$ cat src/rtl/mem_port_sequencer_pkg.sv
// Shared types and constants for the fetch/data RAM port sequencer.
// Holds the FSM state encoding, grant ids and default bus widths.
package mem_port_sequencer_pkg;

    localparam int DEF_ADDR_W = 9;
    localparam int DEF_DATA_W = 32;
    localparam int CNT_W      = 5;

    typedef enum logic [1:0] {
        IDLE   = 2'd0,
        ACCESS = 2'd1,
        WAIT   = 2'd2,
        RESP   = 2'd3
    } state_t;

    localparam logic GNT_FETCH = 1'b0;
    localparam logic GNT_DATA  = 1'b1;

    // Clamp the latency into 1..15 so a bad parameter cannot stall WAIT forever.
    function automatic logic [CNT_W-1:0] lat_load(input int lat);
        int v;
        v = lat;
        if (v < 1) begin
            v = 1;
        end
        if (v > 15) begin
            v = 15;
        end
        return CNT_W'(v);
    endfunction

endpackage

$ cat src/rtl/mem_port_sequencer_rr_arbiter2.sv
// Two-way alternating-priority arbiter (fetch vs data), combinational grant.
// Grant is only issued while i_en is high; a tie goes to whoever was not granted last.
module rr_arbiter2
    import mem_port_sequencer_pkg::*;
(
    input  logic i_clk,
    input  logic i_rst_n,
    input  logic i_req_fetch,
    input  logic i_req_data,
    input  logic i_en,
    output logic o_gnt_fetch,
    output logic o_gnt_data
);

    logic r_last;
    logic w_gnt_fetch;
    logic w_gnt_data;

    always_comb begin
        w_gnt_fetch = i_en && i_req_fetch && (!i_req_data || (r_last == GNT_DATA));
        w_gnt_data  = i_en && i_req_data  && (!i_req_fetch || (r_last == GNT_FETCH));
    end

    // Reset to DATA so fetch wins the first tie.
    always_ff @(posedge i_clk or negedge i_rst_n) begin
        if (!i_rst_n) begin
            r_last <= GNT_DATA;
        end else if (w_gnt_fetch) begin
            r_last <= GNT_FETCH;
        end else if (w_gnt_data) begin
            r_last <= GNT_DATA;
        end
    end

    assign o_gnt_fetch = w_gnt_fetch;
    assign o_gnt_data  = w_gnt_data;

endmodule

$ cat src/rtl/mem_port_sequencer.sv
// Sequences the single RAM port between instruction fetch and data load/store.
// Read ack MEM_LATENCY+2 cycles after request, write ack after 2; one IDLE cycle between transactions.
module mem_port_sequencer
    import mem_port_sequencer_pkg::*;
#(
    parameter int ADDR_W      = DEF_ADDR_W,
    parameter int DATA_W      = DEF_DATA_W,
    parameter int MEM_LATENCY = 2
) (
    input  logic              i_clk,
    input  logic              i_rst_n,
    input  logic              i_fetch_req,
    input  logic [ADDR_W-1:0] i_fetch_addr,
    output logic              o_fetch_ack,
    output logic [DATA_W-1:0] o_fetch_data,
    input  logic              i_data_req,
    input  logic              i_data_we,
    input  logic [ADDR_W-1:0] i_data_addr,
    input  logic [DATA_W-1:0] i_data_wdata,
    output logic              o_data_ack,
    output logic [DATA_W-1:0] o_data_rdata,
    output logic [ADDR_W-1:0] o_mem_addr,
    output logic              o_mem_read,
    output logic              o_mem_write,
    output logic [DATA_W-1:0] o_mem_wdata,
    input  logic [DATA_W-1:0] i_mem_rdata,
    output logic              o_busy
);

    state_t             r_state;
    state_t             w_next;
    logic               r_gnt;
    logic               r_we;
    logic [ADDR_W-1:0]  r_mem_addr;
    logic [DATA_W-1:0]  r_mem_wdata;
    logic [CNT_W-1:0]   r_cnt;
    logic [DATA_W-1:0]  r_fetch_data;
    logic [DATA_W-1:0]  r_data_rdata;
    logic               w_gnt_fetch;
    logic               w_gnt_data;
    logic               w_arb_en;
    logic               w_cnt_last;

    assign w_arb_en   = (r_state == IDLE);
    assign w_cnt_last = (r_cnt == CNT_W'(1));

    rr_arbiter2 u_arb (
        .i_clk       (i_clk),
        .i_rst_n     (i_rst_n),
        .i_req_fetch (i_fetch_req),
        .i_req_data  (i_data_req),
        .i_en        (w_arb_en),
        .o_gnt_fetch (w_gnt_fetch),
        .o_gnt_data  (w_gnt_data)
    );

    always_ff @(posedge i_clk or negedge i_rst_n) begin
        if (!i_rst_n) begin
            r_state <= IDLE;
        end else begin
            r_state <= w_next;
        end
    end

    always_comb begin
        w_next       = r_state;
        o_mem_read   = 1'b0;
        o_mem_write  = 1'b0;
        o_fetch_ack  = 1'b0;
        o_data_ack   = 1'b0;
        o_busy       = (r_state != IDLE);
        case (r_state)
            IDLE: begin
                if (w_gnt_fetch || w_gnt_data) begin
                    w_next = ACCESS;
                end
            end
            ACCESS: begin
                o_mem_read  = !r_we;
                o_mem_write = r_we;
                w_next      = r_we ? RESP : WAIT;
            end
            WAIT: begin
                if (w_cnt_last) begin
                    w_next = RESP;
                end
            end
            RESP: begin
                o_fetch_ack = (r_gnt == GNT_FETCH);
                o_data_ack  = (r_gnt == GNT_DATA);
                w_next      = IDLE;
            end
            default: begin
                w_next = IDLE;
            end
        endcase
    end

    // Everything the transaction needs is captured at grant; later input changes are ignored.
    always_ff @(posedge i_clk or negedge i_rst_n) begin
        if (!i_rst_n) begin
            r_gnt       <= GNT_DATA;
            r_we        <= 1'b0;
            r_mem_addr  <= '0;
            r_mem_wdata <= '0;
        end else if (w_gnt_fetch) begin
            r_gnt       <= GNT_FETCH;
            r_we        <= 1'b0;
            r_mem_addr  <= i_fetch_addr;
            r_mem_wdata <= '0;
        end else if (w_gnt_data) begin
            r_gnt       <= GNT_DATA;
            r_we        <= i_data_we;
            r_mem_addr  <= i_data_addr;
            r_mem_wdata <= i_data_wdata;
        end
    end

    always_ff @(posedge i_clk or negedge i_rst_n) begin
        if (!i_rst_n) begin
            r_cnt <= '0;
        end else if (r_state == ACCESS) begin
            r_cnt <= lat_load(MEM_LATENCY);
        end else if (r_state == WAIT) begin
            r_cnt <= r_cnt - CNT_W'(1);
        end
    end

    // Read-data registers hold until the next read for the same requester.
    always_ff @(posedge i_clk or negedge i_rst_n) begin
        if (!i_rst_n) begin
            r_fetch_data <= '0;
            r_data_rdata <= '0;
        end else if ((r_state == WAIT) && w_cnt_last) begin
            if (r_gnt == GNT_FETCH) begin
                r_fetch_data <= i_mem_rdata;
            end else begin
                r_data_rdata <= i_mem_rdata;
            end
        end
    end

    assign o_mem_addr   = r_mem_addr;
    assign o_mem_wdata  = r_mem_wdata;
    assign o_fetch_data = r_fetch_data;
    assign o_data_rdata = r_data_rdata;

endmodule

$ cat config.mk
export PLATFORM = sky130hd
export DESIGN_NAME = mem_port_sequencer
export DESIGN_NICKNAME = d
export VERILOG_FILES = /design/src/rtl/mem_port_sequencer_pkg.sv /design/src/rtl/mem_port_sequencer_rr_arbiter2.sv /design/src/rtl/mem_port_sequencer.sv
export SDC_FILE = /design/constraint.sdc
export NUM_CORES = 1
export LEC_CHECK = 0
export BUFFER_PORTS_ARGS = -buffer_cell sky130_fd_sc_hd__buf_4
export CORE_ASPECT_RATIO = 0.9
export CORE_UTILIZATION = 48
export DETAILED_ROUTE_END_ITERATION = 8
export HOLD_SLACK_MARGIN = 0.06
export PLACE_DENSITY = 0.8
export SLEW_MARGIN = 40
export SYNTH_ARGS = -nofsm -noshare
export SYNTH_HDL_FRONTEND = slang
export SYNTH_HIERARCHICAL = 1
export SYNTH_SLANG_ARGS = --single-unit
$ cat constraint.sdc
create_clock -name i_clk -period 2.6 [get_ports i_clk]
set_input_delay 0.39 -clock i_clk [delete_from_list [all_inputs] [get_ports i_clk]]
set_output_delay 0.39 -clock i_clk [all_outputs]
set_load 0.02 [all_outputs]
### Word-level counts from Yosys, hierarchy flattened

Index checks and enable logic that the tools add are counted.

* add/subtract/negate cells: 1
* equality and inequality tests: 6
* multiplexer cells: 18
* bitwise logic cells: 1
* reductions and logical operators: 18

Operators by type and width (number)
* 32-bit two-way mux: 2
* 9-bit two-way mux: 2
* 5-bit two-way mux: 2
* 1-bit two-way mux: 9
* 2-bit case mux with 4 select lines: 1
* 2-bit AND reduction: 3
* 2-bit nonzero test: 3
* 5-bit by 1-bit equality test with 1-bit output (second input constant): 1
* 1-bit logical AND: 5
* 5-bit by 1-bit subtractor with 5-bit output (second input constant): 1
* 2-bit equality test (second input constant): 2
* 2-bit two-way mux: 2
* 2-bit != test (second input constant): 2
* 1-bit logical NOT: 3
* 1-bit logical OR: 3
* 2-bit by 1-bit equality test with 1-bit output (second input constant): 1
* 2-bit logical NOT: 1
* 1-bit inverter: 1

* bits in registers: 114
* output and inout bits: 110
* logic and storage cells: 52

### Logic depth before layout (Yosys ltp)

Gate-level depths: netlist (run 1).

* word-level depth: 6
* mapped depth: 8
* mapped depth without buffers: 7

### Hierarchy

Netlist (run 1), hierarchy kept.

By module, submodules not included
* mem_port_sequencer: instances 1, cells an instance 333, area each 4636.9 um^2
* rr_arbiter2: instances 1, cells an instance 8, area each 62.6 um^2

### Least setup slack after synthesis (run 1)

OpenSTA, ideal clock, no wires.

* path type: register to register
* from: register r_state[0]
* to: register r_state[1]
* setup time: 0.125 ns
* arrival time: 1.782 ns
* data required time: 2.475 ns
* slack: 0.694 ns
* cell stages (with the launch flop): 9
* path buffers: 1
* clock period less this slack: 1.906 ns
* path through: dfrtp_1 > inv_1 > ha_1 > nand2_1 > a21oi_1 > clkbuf_1 > nor2_1 > a22oi_1 > mux2_2

* word-level cells in the longest chain between the ends: 6
* elaborated cells on any way between the ends: 13
* those cells by class: eq/ne: 5; mux: 1; reduce/logical: 7

RTL lines
* start, declared: RTL line mem_port_sequencer.sv:30 `state_t r_state;`
* start signal, assigned: RTL line mem_port_sequencer.sv:61 `r_state <= w_next;`
* 2-bit logical NOT: RTL line mem_port_sequencer.sv:44 `assign w_arb_en = (r_state == IDLE);`
* named net w_arb_en: RTL line mem_port_sequencer.sv:41 `logic w_arb_en;`
* 1-bit logical AND (2 in a row): RTL line mem_port_sequencer_rr_arbiter2.sv:21 `w_gnt_data = i_en && i_req_data && (!i_req_fetch || (r_last == GNT_FETCH));`
* named net w_gnt_data: RTL line mem_port_sequencer.sv:40 `logic w_gnt_data;`
* 1-bit logical OR: RTL line mem_port_sequencer.sv:74 `if (w_gnt_fetch || w_gnt_data) begin`
* 2-bit != test (no source line)
* 2-bit AND reduction (no source line)

The timed path passes the listed nets, and every way through them passes these cells.
A chain may end at the register's enable or synchronous reset.

### Worst setup path after layout (run 1)

* from: register r_state[1]
* to: output port o_mem_write

* word-level cells in the longest chain between the ends: 2

RTL lines
* 2-bit by 1-bit equality test with 1-bit output: RTL line mem_port_sequencer.sv:72 `case (r_state)`
* 1-bit two-way mux: RTL line mem_port_sequencer.sv:72
* end, declared: RTL line mem_port_sequencer.sv:24 `output logic o_mem_write,`

No other way between the ends.

==> out/qor.yml, run 1 <==
status: "complete, no violations"
cts_buffers: 17
fin_skew_ns: 0.008560
start_util_pct: 50.59
p_clk_share_pct: 25.1
cp.required_ns: 2.21
grt.overflow.total: 0
cts_root_buffer: "clkbuf_8"
die_area_mm2: 0.01019
diodes: 0
grt_max_degree: 75
io_pins: 197
synth_area_mm2: 0.004700
cp-end-kind: "output port"
dr.pass1.iters: 4
yosys_warnings: 6
drv_cap: 0
wire_per_inst_um: 16.23
finalWorstSetupSlack_ns: 0.5670
htreeDepth: 4
cts.sinks: 115
p_sw_uw: 3450
fin_hold_ws_ns: 0.1028
ys_seq_area_share_pct: 61.29
cts_hold_buffers: 1
netlist_instances: 341
start_kind: "flop"
power.total_uw: 9525
synth.top_cell.area_share_pct: 60.17
via_per_inst: 4.966
power.share.sequential_pct: 33.0
cts_tree: "built"
clock_path_buffers: 2
avgSynthCellArea_um2: 13.78
clkLatencyLatePin_ns: 0.50
drt_iter0_drc: 116
hold_path.class: "input pin to flop"
power_density_mw_per_mm2: 1374
postRouteAntennaNets: 0
final_common_cell: "buf_4"
path_clk_slew_ns: 0.06
crit_type: "flop to output port"
rsz0062_at_grt: "false"
antenna_found_initial: 0
syn_nets: 434
p_sw_share_pct: 36.22
num_rows: 33
drcViolationCount: 0
wl_mm: 11.06
worstPathMaxFanout: 6
drive_above_1_share_pct: 54.92
yosys.area.top_type: "dfrtp_1"
grtUsageTotal_pct: 22.64
period_share_pct: 78.19
portBuffers: 196
worst_pin_slew_ns: 0.4878
yosys-top-cells-area: "dfrtp_1 (60%), mux2_2 (16%), mux2i_1 (9.4%)"
synth.ff_latch_count: 115
post-route-min-period_ns: 2.033
grt_pass1_wl_mm: 17.42
final_net_count: 639
routed-via-count: 3382
hold_violations: 0
relSlewSlack_pct: 67.48
core_region_area_mm2: 0.009290
cts_setup_buffers: 0
slew_viol_final: 0
p_int_uw: 6075
crit_arrival_ns: 1.64
finalSetupViolations: 0
final.fill_count: 633
area_growth_pct: 47.50
rr_worst_depth: 7
fin_setup_tns_ns: 0
cts_resized: 0
fmax_ghz: 0.4919
gp_congestion: 0.8033
grt_pass1_vias: 3527
ir_worst_vdd_mv: 0.9587
hpwlAfterDp_mm: 7.828
final_cell_mix: "buf_4 (200), dfrtp_1 (113), mux2_2 (65)"
leakage_uw: 0.003345
combPwrFrac_pct: 42.0
preCtsSetupSlack_ns: 0.6620
die_h_um: 95.87
die_w_um: 106.3
whs_path_depth: 3
synth_cell_types: 31
-- path summary, 6_finish.rpt --
path	to	slack, ns	from
worst max-delay path	o_mem_write	0.57	r_state[1]
min in group asynchronous	o_mem_wdata[27]	0.27	i_rst_n
worst max register to register	o_mem_addr[8]	0.67	r_state[0]
max in group asynchronous	o_mem_addr[7]	1.70	i_rst_n
worst min-delay path	o_mem_addr[4]	0.10	i_fetch_addr[4]
worst min register to register	o_fetch_data[7]	0.51	o_fetch_data[7]
-- per-layer routing --
layer | track usage, % | vias up | share of wire [%]
met2 | 38.26 | 152 | 50
li1 | - | 1589 | -
met3 | 8.395 | 15 | 9.2
met1 | 26.69 | 1626 | 40
met4 | 8.218 | 0 | 1.6
met5 | 0 | - | 0
-- Yosys cell counts --
cell type	instances
nand3_2	1
and2_1	2
and3_1	1
nand3_1	1
a21oi_2	1
a21oi_1	2
nor3_1	1
mux2_2	65
dfstp_2	2
o22ai_1	1
a2111o_1	1
a22oi_1	1
dfrtp_1	113
buf_6	6
nor2_1	39
clkbuf_1	7
nor4b_2	1
mux2i_1	44
a31oi_1	1
nand3b_2	1
ha_1	6
nand2b_1	2
o21ai_0	12
inv_1	8
nor2b_1	2
o211a_1	1
buf_2	4
nor3b_1	1
or4b_1	1
nand2_1	12
a22o_1	1
-- sequential cells by signal, indices dropped and copies added (netlist names) --
register,cells
o_data_rdata,32
o_fetch_data,32
o_mem_wdata,32
o_mem_addr,9
r_cnt,5
r_state,2
r_gnt,1
r_we,1
u_arb/r_last,1
-- power groups by stage --
stage | logic (µW) | clock network, µW | registers, µW
after global routing | 4290 | 2510 | 3250
final | 4000 | 2390 | 3140
after detailed placement | 4020 | 0 | 3160
after floorplan | 1320 | 0 | 4030
after global placement | 3910 | 0 | 3100
after CTS | 4040 | 2430 | 3150
-- worst max-delay path, stage by stage (launching register included) --
cell and delay, ns:
dfrtp_1 0.41, inv_1 0.11, ha_1 0.27, and2_1 0.20
buf_4 0.16
-- kinds of logic (layout without fill, tap and decap cells) --
logic type	after synthesis	in the layout	synth area share [%]
AO/OA/AOI/OAI	21	21	2.743
adder cells (fa/ha/maj)	6	6	1.597
buffers and inverters	25	243	3.062
flip-flops	115	115	61.29
multiplexers	109	109	24.95
AND/OR/NAND/NOR	65	65	6.363
-- metrics by stage --
step | cells | instance area [µm²] | utilization (%)
finish | 681 | 6932 | 74.61
CTS | 681 | 6932 | 74.61
floorplan | 341 | 4700 | -
detailed placement | 648 | 6302 | 67.84
global route | 681 | 6932 | 74.61
global placement | 648 | 6302 | 67.84
-- cell type report --
type	count	area, µm²	share of cell area, %
sequential	115	2880	41.55
clock buffer	17	414.1	5.975
inverter	8	30.03	0.4332
timing repair buffer	203	1551	22.38
tap	122	152.6	2.202
clock inverter	15	205.2	2.960
multi-input combinational	201	1698	24.49
Note: power is estimated with default switching activity, not from simulation.
==> run 2, diff against run 1 <==
- CORE_UTILIZATION: 48 -> 43
- PLACE_DENSITY: 0.8 -> 0.76
- clock period: 2.6 -> 1.8 ns (I/O delays scaled with it)
==> run 2 against run 1 <==
Effect of this change: power grew 45%; largest cell class unchanged; clock skew grew 0.0037 ns; sequential share of layout area down 1.1 points; flip-flop and latch count unchanged; routed wire length up 2.8%; critical path depth grew 1; the run now ends with DRC left; clock power grew 33%; design area up 2.7%; via count increased by 1.9%; register-to-register slack worse by 0.63 ns; sequential power increased by 44%; combinational power is 53% higher.
==> out/qor.yml, run 2 (synthesized netlist as in run 1, its figures left out) <==
whs_path_depth: 3  # unchanged
dr.pass1.iters: 6  # +2
path_clk_slew_ns: 0.05  # about the same
max_stage_delay_ns: 0.47  # +0.06 ns
finalSetupViolations: 0  # unchanged
io_pins: 197  # unchanged
violations: "DRC"
holdPathEnd: "o_mem_addr[4]"
final.fill_count: 745  # +18%
cts_root_buffer: "clkbuf_16"
routed-via-count: 3446  # +1.9%
worst_pin_slew_ns: 0.6554  # +0.1677 ns
fmax_ghz: 0.5683
area_growth_pct: 51.49
crit_path_top_delay_cell: "or4b_4"
portBuffers: 196  # unchanged
cts_tree: "built"
start_kind: "flop"
crit_arrival_ns: 2.04  # +0.40 ns
wl_mm: 11.37  # +2.8%
worstHoldStart: "i_fetch_addr[4]"
final_net_count: 650  # +1.7%
drive_above_1_share_pct: 56.84  # +1.9 points
r2r_start: "r_cnt[1]"
fin_skew_ns: 0.01222  # +0.003665 ns
leakage_uw: 0.003421  # +2.3%
hold_violations: 0  # unchanged
grt_pass1_wl_mm: 17.38  # -0.20%
cp-startpoint: "r_cnt[1]"
post-route-min-period_ns: 1.760
clkLatencyLatePin_ns: 0.40  # -0.10 ns
grtUsageTotal_pct: 20.10  # -2.5 points
status: "complete, but fails checks"
antenna_found_initial: 0  # unchanged
hpwlAfterDp_mm: 7.672  # -2.0%
fin_util_pct: 68.31  # -6.3 points
final_common_cell: "buf_4"
path_cells: "inv_1 > ha_1 > or4b_4 > a22oi_2 > mux2_4"
grt.overflow.total: 0  # unchanged
worst-path-stages: 5  # +1
crit_family: "simple AND/OR/NAND/NOR gates"
critPathBufInv: 1  # -1
rr_worst_depth: 5  # -2
hold_path.class: "input pin to flop"
wire_per_inst_um: 16.26  # +0.18%
worstPathMaxFanout: 2  # -4
clock_path_buffers: 2  # unchanged
diodes: 0  # unchanged
r2r-end: "r_state[1]"
drcViolationCount: 13  # +13
die_area_mm2: 0.01135  # +11%
slew_viol_final: 0  # unchanged
core_region_area_mm2: 0.01042  # +12%
num_rows: 35  # +6.1%
power_density_mw_per_mm2: 1946  # +42%
start_util_pct: 45.09  # -5.5 points
period_share_pct: 97.75
cts.sinks: 115  # unchanged
cp-end-kind: "flop"
drv_cap: 0  # unchanged
via_per_inst: 4.930  # -0.73%
postPlaceCellArea_mm2: 0.006366  # +1.0%
cts_buffers: 17  # unchanged
htreeDepth: 4  # unchanged
die_w_um: 112.2  # +5.5%
relSlewSlack_pct: 56.31  # -11 points
postRouteAntennaNets: 0  # unchanged
gp_congestion: 0.7270  # -9.5%
rsz0062_at_grt: "true"
grt_max_degree: 111  # +48%
ir_worst_vdd_mv: 1.247  # +30%
fin_area_mm2: 0.007119  # +2.7%
crit_type: "flop to flop"
cp.required_ns: 2.08  # -0.13 ns
final_cell_mix: "buf_4 (204), dfrtp_1 (113), mux2_2 (64)"
grt_pass1_vias: 3549  # +0.62%
drt_iter0_drc: 167  # +44%
die_h_um: 101.2  # +5.5%
reg2reg_slack_ns: 0.04  # -0.63 ns
==> run 2: cell types whose count changed in the layout (fill, tap and decap cells not counted), moves of 2 or more <==
cell       previous run  this run
clkinv_4              4         0
clkbuf_8              1         5
buf_12                2         6
ha_1                  6         4
buf_4               200       204
inv_6                 2         0
bufinv_16             4         1
clkbuf_16            16        19
clkbuf_1              0         2
inv_1                 8         6
inv_2                 0         2
==> run 2: power breakdown <==
group          internal, µW  switching [µW]  leakage (µW)
clock network          2070            1110      0.000274
registers              3830             698       0.00139
logic                  2980            3160       0.00176
total                  8880            4970       0.00342
==> run 2: area by class of cell <==
cell class / count / area [µm²] / area share, %
Clock buffer: 24 / 501.7 / 7.047
Clock inverter: 8 / 75.07 / 1.054
Inverter: 8 / 30.03 / 0.4218
Multi-Input combinational cell: 201 / 1732 / 24.32
Sequential cell: 115 / 2880 / 40.46
Tap cell: 129 / 161.4 / 2.267
Timing Repair Buffer: 214 / 1739 / 24.43
==> run 2: worst max-delay path by stage <==
stage,to,slack [ns]
after floorplan,r_state[1],0.008
after global placement,r_state[1],0.02
after detailed placement,o_mem_addr[1],-0.05
after CTS,r_state[1],0.01
after global routing,r_state[1],-0.03
final,r_state[1],0.04
==> run 2: worst min-delay path: stages <==
cell	delay [ns]
buf_4	0.08
nand2_1	0.04
o21ai_0	0.06
==> run 2: per-layer routing <==
metal  up-vias  part of all wire (%)  wire [µm]  global-route usage (%)
li1       1608                     -          -                       -
met1      1721                    41       4691                   22.69
met2       109                    53       6004                   35.83
met3         8                   4.7        538                   7.002
met4         0                   1.2        135                   6.974
met5         -                     0          0                       0
==> run 2: through the flow <==
step / total power [µW] / hold WS (ns) / TNS, ns / cells / setup slack, ns
floorplan: 7739 / -0.02559 / 0 / 341 / 0.008467
global placement: 10200 / 0.08725 / 0 / 657 / 0.02217
detailed placement: 10420 / 0.08996 / -0.1551 / 657 / -0.05487
CTS: 13790 / 0.06030 / 0 / 692 / 0.01019
global route: 14580 / 0.08173 / -0.03232 / 699 / -0.03215
finish: 13850 / 0.07799 / 0 / 699 / 0.04049
==> run 2: what timing repair did <==
item,4_1_cts,5_1_grt
resized for setup,5,5
gates cloned,1,2
hold buffers,1,0
buffers inserted,1,5
endpoints found under the setup margin,21,32
pin swaps,1,1
hold endpoints to repair,59,0
